--- src/rtl/divide.sv ---
// divide: iterative radix-2 restoring integer divider for RV64M
// DIV/DIVU/REM/REMU and their W forms. One quotient bit per cycle;
// divide-by-zero and signed overflow bypass the loop and resolve in FIX.
//
// state | meaning
// IDLE  | waiting for an issue; the only state with div_stall_o low
// CALC  | one restoring step per cycle, down-counter runs to 0
// FIX   | sign correction / special result, strobe writeback
module divide #(
  parameter int XLEN = 64
) (
  input  logic            clk,
  input  logic            reset_n,
  input  logic [XLEN-1:0] opr_a_i,
  input  logic [XLEN-1:0] opr_b_i,
  input  logic            div_instr_i,
  input  logic [3:0]      div_func_i,
  input  logic [4:0]      rd_addr_i,
  input  logic            word_op_i,
  input  logic            flush_i,
  input  logic            kill_i,
  output logic [XLEN-1:0] div_res_o,
  output logic            valid_res_o,
  output logic [4:0]      rd_addr_o,
  output logic            div_stall_o
);

  localparam int HALF = XLEN / 2;
  localparam int CW   = $clog2(XLEN);

  // func encodings shared with the decoder (funct3 of the M-extension ops)
  localparam logic [3:0] OP_DIV  = 4'b0100;
  localparam logic [3:0] OP_DIVU = 4'b0101;
  localparam logic [3:0] OP_REM  = 4'b0110;
  localparam logic [3:0] OP_REMU = 4'b0111;

  typedef enum logic [1:0] {
    S_IDLE = 2'd0,
    S_CALC = 2'd1,
    S_FIX  = 2'd2
  } state_t;

  state_t state_q, state_d;

  logic [CW-1:0]   cnt_q;
  logic [XLEN-1:0] rem_q;
  logic [XLEN-1:0] quo_q;
  logic [XLEN-1:0] b_abs_q;
  logic [3:0]      func_q;
  logic [4:0]      rd_q;
  logic            word_q;
  logic            sign_a_q;
  logic            sign_b_q;
  logic            special_q;

  logic            accept;
  logic            in_known;
  logic            in_signed;
  logic            in_sign_a;
  logic            in_sign_b;
  logic            in_b_zero;
  logic            in_ovf;
  logic            in_special;
  logic [XLEN-1:0] a_sx, a_zx, b_sx, b_zx;
  logic [XLEN-1:0] a_abs, b_abs;
  logic [XLEN-1:0] most_neg;
  logic [XLEN-1:0] spec_quo, spec_rem;
  logic [CW-1:0]   cnt_init;

  logic            quo_msb;
  logic [XLEN:0]   trial;
  logic [XLEN-1:0] step_rem, step_quo;

  logic            fix_known;
  logic            fix_is_rem;
  logic [XLEN-1:0] quo_fix, rem_fix;
  logic [XLEN-1:0] res_raw, res_w;
  logic [XLEN-1:0] fix_res;

  assign accept = (state_q == S_IDLE) && div_instr_i && !kill_i;

  // Condition the operands offered this cycle: width select, sign, magnitude, special cases
  always_comb begin
    in_known  = (div_func_i == OP_DIV) || (div_func_i == OP_DIVU) ||
                (div_func_i == OP_REM) || (div_func_i == OP_REMU);
    in_signed = (div_func_i == OP_DIV) || (div_func_i == OP_REM);
    if (word_op_i) begin
      a_sx      = {{HALF{opr_a_i[HALF-1]}}, opr_a_i[HALF-1:0]};
      a_zx      = {{HALF{1'b0}}, opr_a_i[HALF-1:0]};
      b_sx      = {{HALF{opr_b_i[HALF-1]}}, opr_b_i[HALF-1:0]};
      b_zx      = {{HALF{1'b0}}, opr_b_i[HALF-1:0]};
      in_b_zero = (opr_b_i[HALF-1:0] == '0);
      most_neg  = {{(HALF+1){1'b1}}, {(HALF-1){1'b0}}};
      cnt_init  = CW'(HALF - 1);
    end else begin
      a_sx      = opr_a_i;
      a_zx      = opr_a_i;
      b_sx      = opr_b_i;
      b_zx      = opr_b_i;
      in_b_zero = (opr_b_i == '0);
      most_neg  = {1'b1, {(XLEN-1){1'b0}}};
      cnt_init  = CW'(XLEN - 1);
    end
    in_sign_a  = in_signed && a_sx[XLEN-1];
    in_sign_b  = in_signed && b_sx[XLEN-1];
    // W magnitudes stay within 32 bits because the sign-extended value is negated
    a_abs      = in_sign_a ? -a_sx : a_zx;
    b_abs      = in_sign_b ? -b_sx : b_zx;
    in_ovf     = in_signed && (a_sx == most_neg) && (b_sx == '1);
    in_special = in_known && (in_b_zero || in_ovf);
    spec_quo   = in_b_zero ? '1 : a_sx;
    spec_rem   = in_b_zero ? a_sx : '0;
  end

  // One restoring step: trial subtract, keep on no-borrow, otherwise restore
  always_comb begin
    quo_msb  = word_q ? quo_q[HALF-1] : quo_q[XLEN-1];
    trial    = {rem_q, quo_msb} - {1'b0, b_abs_q};
    // on borrow {rem,msb} < |b|, so it fits back into XLEN bits
    step_rem = trial[XLEN] ? {rem_q[XLEN-2:0], quo_msb} : trial[XLEN-1:0];
    step_quo = {quo_q[XLEN-2:0], ~trial[XLEN]};
  end

  // Final result: sign fix, W sign-extension, special-case passthrough, unknown func -> 0
  always_comb begin
    fix_known  = (func_q == OP_DIV) || (func_q == OP_DIVU) ||
                 (func_q == OP_REM) || (func_q == OP_REMU);
    fix_is_rem = (func_q == OP_REM) || (func_q == OP_REMU);
    quo_fix    = (sign_a_q ^ sign_b_q) ? -quo_q : quo_q;
    rem_fix    = sign_a_q ? -rem_q : rem_q;
    res_raw    = fix_is_rem ? rem_fix : quo_fix;
    res_w      = word_q ? {{HALF{res_raw[HALF-1]}}, res_raw[HALF-1:0]} : res_raw;
    if (!fix_known) begin
      fix_res = '0;
    end else if (special_q) begin
      // special results were already formed at accept
      fix_res = fix_is_rem ? rem_q : quo_q;
    end else begin
      fix_res = res_w;
    end
  end

  // State register
  always_ff @(posedge clk or negedge reset_n) begin
    if (!reset_n) begin
      state_q <= S_IDLE;
    end else begin
      state_q <= state_d;
    end
  end

  // Next-state: flush wins over everything outside IDLE
  always_comb begin
    state_d = state_q;
    case (state_q)
      S_IDLE: begin
        if (accept) begin
          state_d = in_special ? S_FIX : S_CALC;
        end
      end
      S_CALC: begin
        if (flush_i) begin
          state_d = S_IDLE;
        end else if (cnt_q == '0) begin
          state_d = S_FIX;
        end
      end
      S_FIX: begin
        state_d = S_IDLE;
      end
      default: begin
        state_d = S_IDLE;
      end
    endcase
  end

  // Stall is a pure decode of the state register
  always_comb begin
    div_stall_o = (state_q != S_IDLE);
  end

  // Datapath and writeback registers
  always_ff @(posedge clk or negedge reset_n) begin
    if (!reset_n) begin
      cnt_q       <= '0;
      rem_q       <= '0;
      quo_q       <= '0;
      b_abs_q     <= '0;
      func_q      <= '0;
      rd_q        <= '0;
      word_q      <= 1'b0;
      sign_a_q    <= 1'b0;
      sign_b_q    <= 1'b0;
      special_q   <= 1'b0;
      div_res_o   <= '0;
      rd_addr_o   <= '0;
      valid_res_o <= 1'b0;
    end else begin
      valid_res_o <= 1'b0;
      case (state_q)
        S_IDLE: begin
          if (accept) begin
            func_q    <= div_func_i;
            rd_q      <= rd_addr_i;
            word_q    <= word_op_i;
            sign_a_q  <= in_sign_a;
            sign_b_q  <= in_sign_b;
            special_q <= in_special;
            b_abs_q   <= b_abs;
            cnt_q     <= cnt_init;
            if (in_special) begin
              quo_q <= spec_quo;
              rem_q <= spec_rem;
            end else begin
              quo_q <= a_abs;
              rem_q <= '0;
            end
          end
        end
        S_CALC: begin
          if (!flush_i) begin
            rem_q <= step_rem;
            quo_q <= step_quo;
            cnt_q <= cnt_q - 1'b1;
          end
        end
        S_FIX: begin
          if (!flush_i) begin
            div_res_o   <= fix_res;
            rd_addr_o   <= rd_q;
            valid_res_o <= 1'b1;
          end
        end
        default: begin
        end
      endcase
    end
  end

endmodule
--- config.mk ---
export PLATFORM = sky130hd
export DESIGN_NAME = divide
export DESIGN_NICKNAME = d
export VERILOG_FILES = /design/src/rtl/divide.sv
export SDC_FILE = /design/constraint.sdc
export NUM_CORES = 1
export LEC_CHECK = 0
export CORE_MARGIN = 5
export CORE_UTILIZATION = 60
export CTS_CLUSTER_SIZE = 14
export DETAILED_ROUTE_END_ITERATION = 8
export PLACE_DENSITY = 0.86
export SLEW_MARGIN = 20
export SYNTH_ARGS = -nofsm -noshare
export SYNTH_HDL_FRONTEND = slang
export SYNTH_SLANG_ARGS = --single-unit
--- constraint.sdc ---
create_clock -name clk -period 5.05 [get_ports clk]
set_input_delay 1.2625 -clock clk [delete_from_list [all_inputs] [get_ports clk]]
set_output_delay 1.2625 -clock clk [all_outputs]
set_load 0.005 [all_outputs]
==> reports/results.tsv <==
stage	metric	value	unit
timing	maximum clock frequency	223	MHz
synth	top cell type's share of synthesized area	0.293	
cts	hold buffers post-CTS	0	
setup_path	CP Class	reg -> reg	
layout	Layout Nets	3621	
routing	final wirelength	90100	um
floorplanning	die width	210	um
grt	first-pass GRT wire length	141000	um
floorplanning	initial core utilization	0.606	
synth	mux cell area share after synthesis	0.00519	
cts	Reg clk slew, reported paths	0.06	ns
timing	worst rel slew slack	0.258	
timing	RSZ-0062 raised after global routing	no	
synth	most common cell in the netlist	nand2_1	
cts	post-cts sizing count	0	
grt	Total GRT Usage	0.391	
synth	synth cell count leaders	nand2_1, a21oi_1, o21ai_0	
place	global placement routability congestion	1.04	
synth	synth unique cells	90	
place	Port-buffer cells	213	
setup_path	critical path launch point type	flip-flop	
layout	share of layout cells above drive strength 1	0.0610	
synth	number of enable flip-flop cells after synthesis	0	
timing	# setup viols final	0	
floorplanning	Die ar.	44300	sq um
grt	initial antenna violation count	2	
synth	syn_nets	3486	
job	maxcap violations	0	
floorplanning	Std-Cell Rows	73	
routing	Via density	6.71	
setup_path	Critical Path Fanout Max	11	
cts	# H-tree levels	1	
cts	number of setup buffers added after CTS	0	
layout	Fill cells	3300	
routing	drt pass-1 iters	7	
run_status	outcome	finished clean	
cts	CTS sink count	282	
synth	top post-synthesis cells by area	dfrtp_1, a21oi_1, o21ai_0	
synth	post-synthesis sequential area ratio	0.293	
cts	CTS Buf Count	30	
synth	largest family of logic cells by synthesized area	compound AO/OA/AOI/OAI gates	
place	dpl cells	3899	
setup_path	Req. time, crit path	5.51	ns
routing	via count	26536	
synth	Gate Count Post-Synth	3271	
synth	total number of yosys warnings	0	
power	Leakage	11.3	nW
grt	total congestion overflow	0	
floorplanning	total I/O pin count	214	
cts	clock tree buffer depth	3	
timing	Layout Skew	0.0287	ns
timing	crit path time final	4.49	ns
grt	largest net degree at the start of global routing	137	
synth	ys async rst share	1.00	
floorplanning	Die H	210	um
synth	Mapped Avg Cell Area	7.36	sq um
setup_path	Setup crit end kind	flip-flop	
timing	Final Max Tran Viols	0	
synth	Yosys top cell by area	dfrtp_1	
power	power density cells	476	nW/um^2
synth	post-synthesis xor/xnor area fraction	0.0985	
routing	DRT iter0 DRCs	3435	
synth	mapped cell area	24100	sq um
routing	WL/cell	22.8	um
layout	multi-input logic area	15800	sq um
floorplanning	core area	39700	sq um
routing	DRC	0	
power	Max VDD drop	0.375	mV
cts	Clk Latency, worst-skew pair	0.60	ns
synth	post-synthesis adder-cell area fraction	0.0377	
timing	period utilisation layout	0.889	
routing	antenna-violating nets left	0	
layout	Area Growth Syn to Fin	16.5	%
cts	CTS tree	done	
synth	Seq cells post-synth	282	
timing	Final TNS setup	0	ns
layout	storage element area	7060	sq um
grt	vias in the first global route	25386	
synth	Simple-Gate Fraction of Synth Area	0.230	
hold_path	Worst Hold Class	reg -> reg	
setup_path	CP arrival	4.96	ns
timing	Final Hold Fails	0	
cts	root buffer cell	clkbuf_16	
layout	Post-Layout Cell Count	3952	
synth	Compound-Gate Fraction of Synth Area	0.281	
place	DP HPWL	69800	um
synth	top_reg_cell synth	dfrtp_1	
timing	Least-Margin Pin Slew	1.10	ns
## cell type report
cell class / count / area share
Inverter: 120 / 0.0161
Sequential cell: 282 / 0.251
Antenna cell: 1 / 0.0000892
Clock buffer: 39 / 0.0305
Clock inverter: 13 / 0.00812
Timing Repair Buffer: 322 / 0.107
Tap cell: 525 / 0.0234
Multi-Input combinational cell: 2650 / 0.563
## report_power, final
part           internal, mW  switching (mW)  total (mW)  leakage, nW
Combinational          2.77            4.31        7.08         7.18
Clock                  1.49           0.966        2.46        0.527
Sequential             2.74            1.09        3.83         3.55
## routing by layer
metal,share of wire,track usage
met1,0.39,0.545
met2,0.44,0.607
met3,0.13,0.0796
met4,0.044,0.146
met5,0,0
## final timing paths
kind | startpoint | endpoint | slack (ns) | cells past startpoint
max in group asynchronous | reset_n | quo_q[48]$_DFFE_PN0P_ | 3.30 | 2
min in group asynchronous | reset_n | div_res_o[12]$_DFFE_PN0P_ | 0.68 | 1
worst max register to register | quo_q[31]$_DFFE_PN0P_ | rem_q[58]$_DFFE_PN0P_ | 0.56 | 13
worst min-delay path | rd_q[1]$_DFFE_PN0P_ | rd_addr_o[1]$_DFFE_PN0P_ | 0.48 | 2
worst min register to register | rd_q[1]$_DFFE_PN0P_ | rd_addr_o[1]$_DFFE_PN0P_ | 0.48 | 2
worst max-delay path | quo_q[31]$_DFFE_PN0P_ | rem_q[58]$_DFFE_PN0P_ | 0.56 | 13
## state kept, by name (all words and copies together) (netlist names)
signal,flops
rd_q,5
quo_q,64
cnt_q,6
word_q,1
rem_q,64
func_q,3
valid_res_o,1
rd_addr_o,5
state_q,2
div_res_o,64
sign_a_q,1
special_q,1
sign_b_q,1
b_abs_q,64
## critical path, stage by stage (launching register included)
cell and delay, ns:
dfrtp_1 0.60, mux2i_1 0.34, ha_1 0.31, fa_1 0.41, nand2b_1 0.20, a21oi_1 0.27
o21ai_0 0.24, a31oi_1 0.47, o21ai_0 0.36, o211ai_1 0.51, a31oi_1 0.17, xnor2_1 0.19
nand4_1 0.11, o211a_1 0.16
## per-stage QoR
stage / util / setup slack [ns] / power [mW] / instance area [sq um] / hold slack (ns)
2_1_floorplan: - / 0.988 / 8.36 / 24100 / 0.439
3_3_place_gp: 0.679 / 0.349 / 10.4 / 27000 / 0.451
3_5_place_dp: 0.679 / 0.235 / 10.6 / 27000 / 0.467
4_1_cts: 0.706 / 0.683 / 13.1 / 28100 / 0.482
5_1_grt: 0.706 / 0.373 / 14.1 / 28100 / 0.498
6_report: 0.706 / 0.559 / 13.4 / 28100 / 0.481
## kinds of logic (layout without fill, tap and decap cells)
group                      Yosys count  in the layout
and+or+nand+nor                   1170           1170
AOI/OAI and AO/OA                 1126           1126
buffers and inverters              339            494
DFF                                282            282
xor gates and xnor gates           271            271
adders and majority gates           72             72
muxes                               11             11
other                                0              1
## placed cells by master, fill, tap and decap left out, drive strengths merged, types with 8 or more instances in the layout
| master | count |
|---|---|
| nand2 | 372 |
| a21oi | 355 |
| o21ai | 342 |
| nor2 | 330 |
| dfrtp | 282 |
| clkdlybuf4s50 | 211 |
| xnor2 | 143 |
| xor2 | 128 |
| inv | 121 |
| buf | 111 |
| nor3 | 105 |
| a31oi | 77 |
| ha | 71 |
| nand4 | 59 |
| o22ai | 50 |
| nor4 | 50 |
| o31ai | 49 |
| nand3 | 48 |
| clkbuf | 39 |
| a21o | 38 |
| nor2b | 37 |
| or3 | 36 |
| o211ai | 27 |
| nand2b | 27 |
| or4 | 25 |
| o41ai | 23 |
| and3 | 22 |
| a22oi | 19 |
| o21bai | 18 |
| a221o | 16 |
| and2 | 14 |
| a211oi | 13 |
| a22o | 13 |
| or2 | 11 |
| o21a | 10 |
| mux2i | 8 |
No activity file was read; power rests on OpenSTA's default activity.
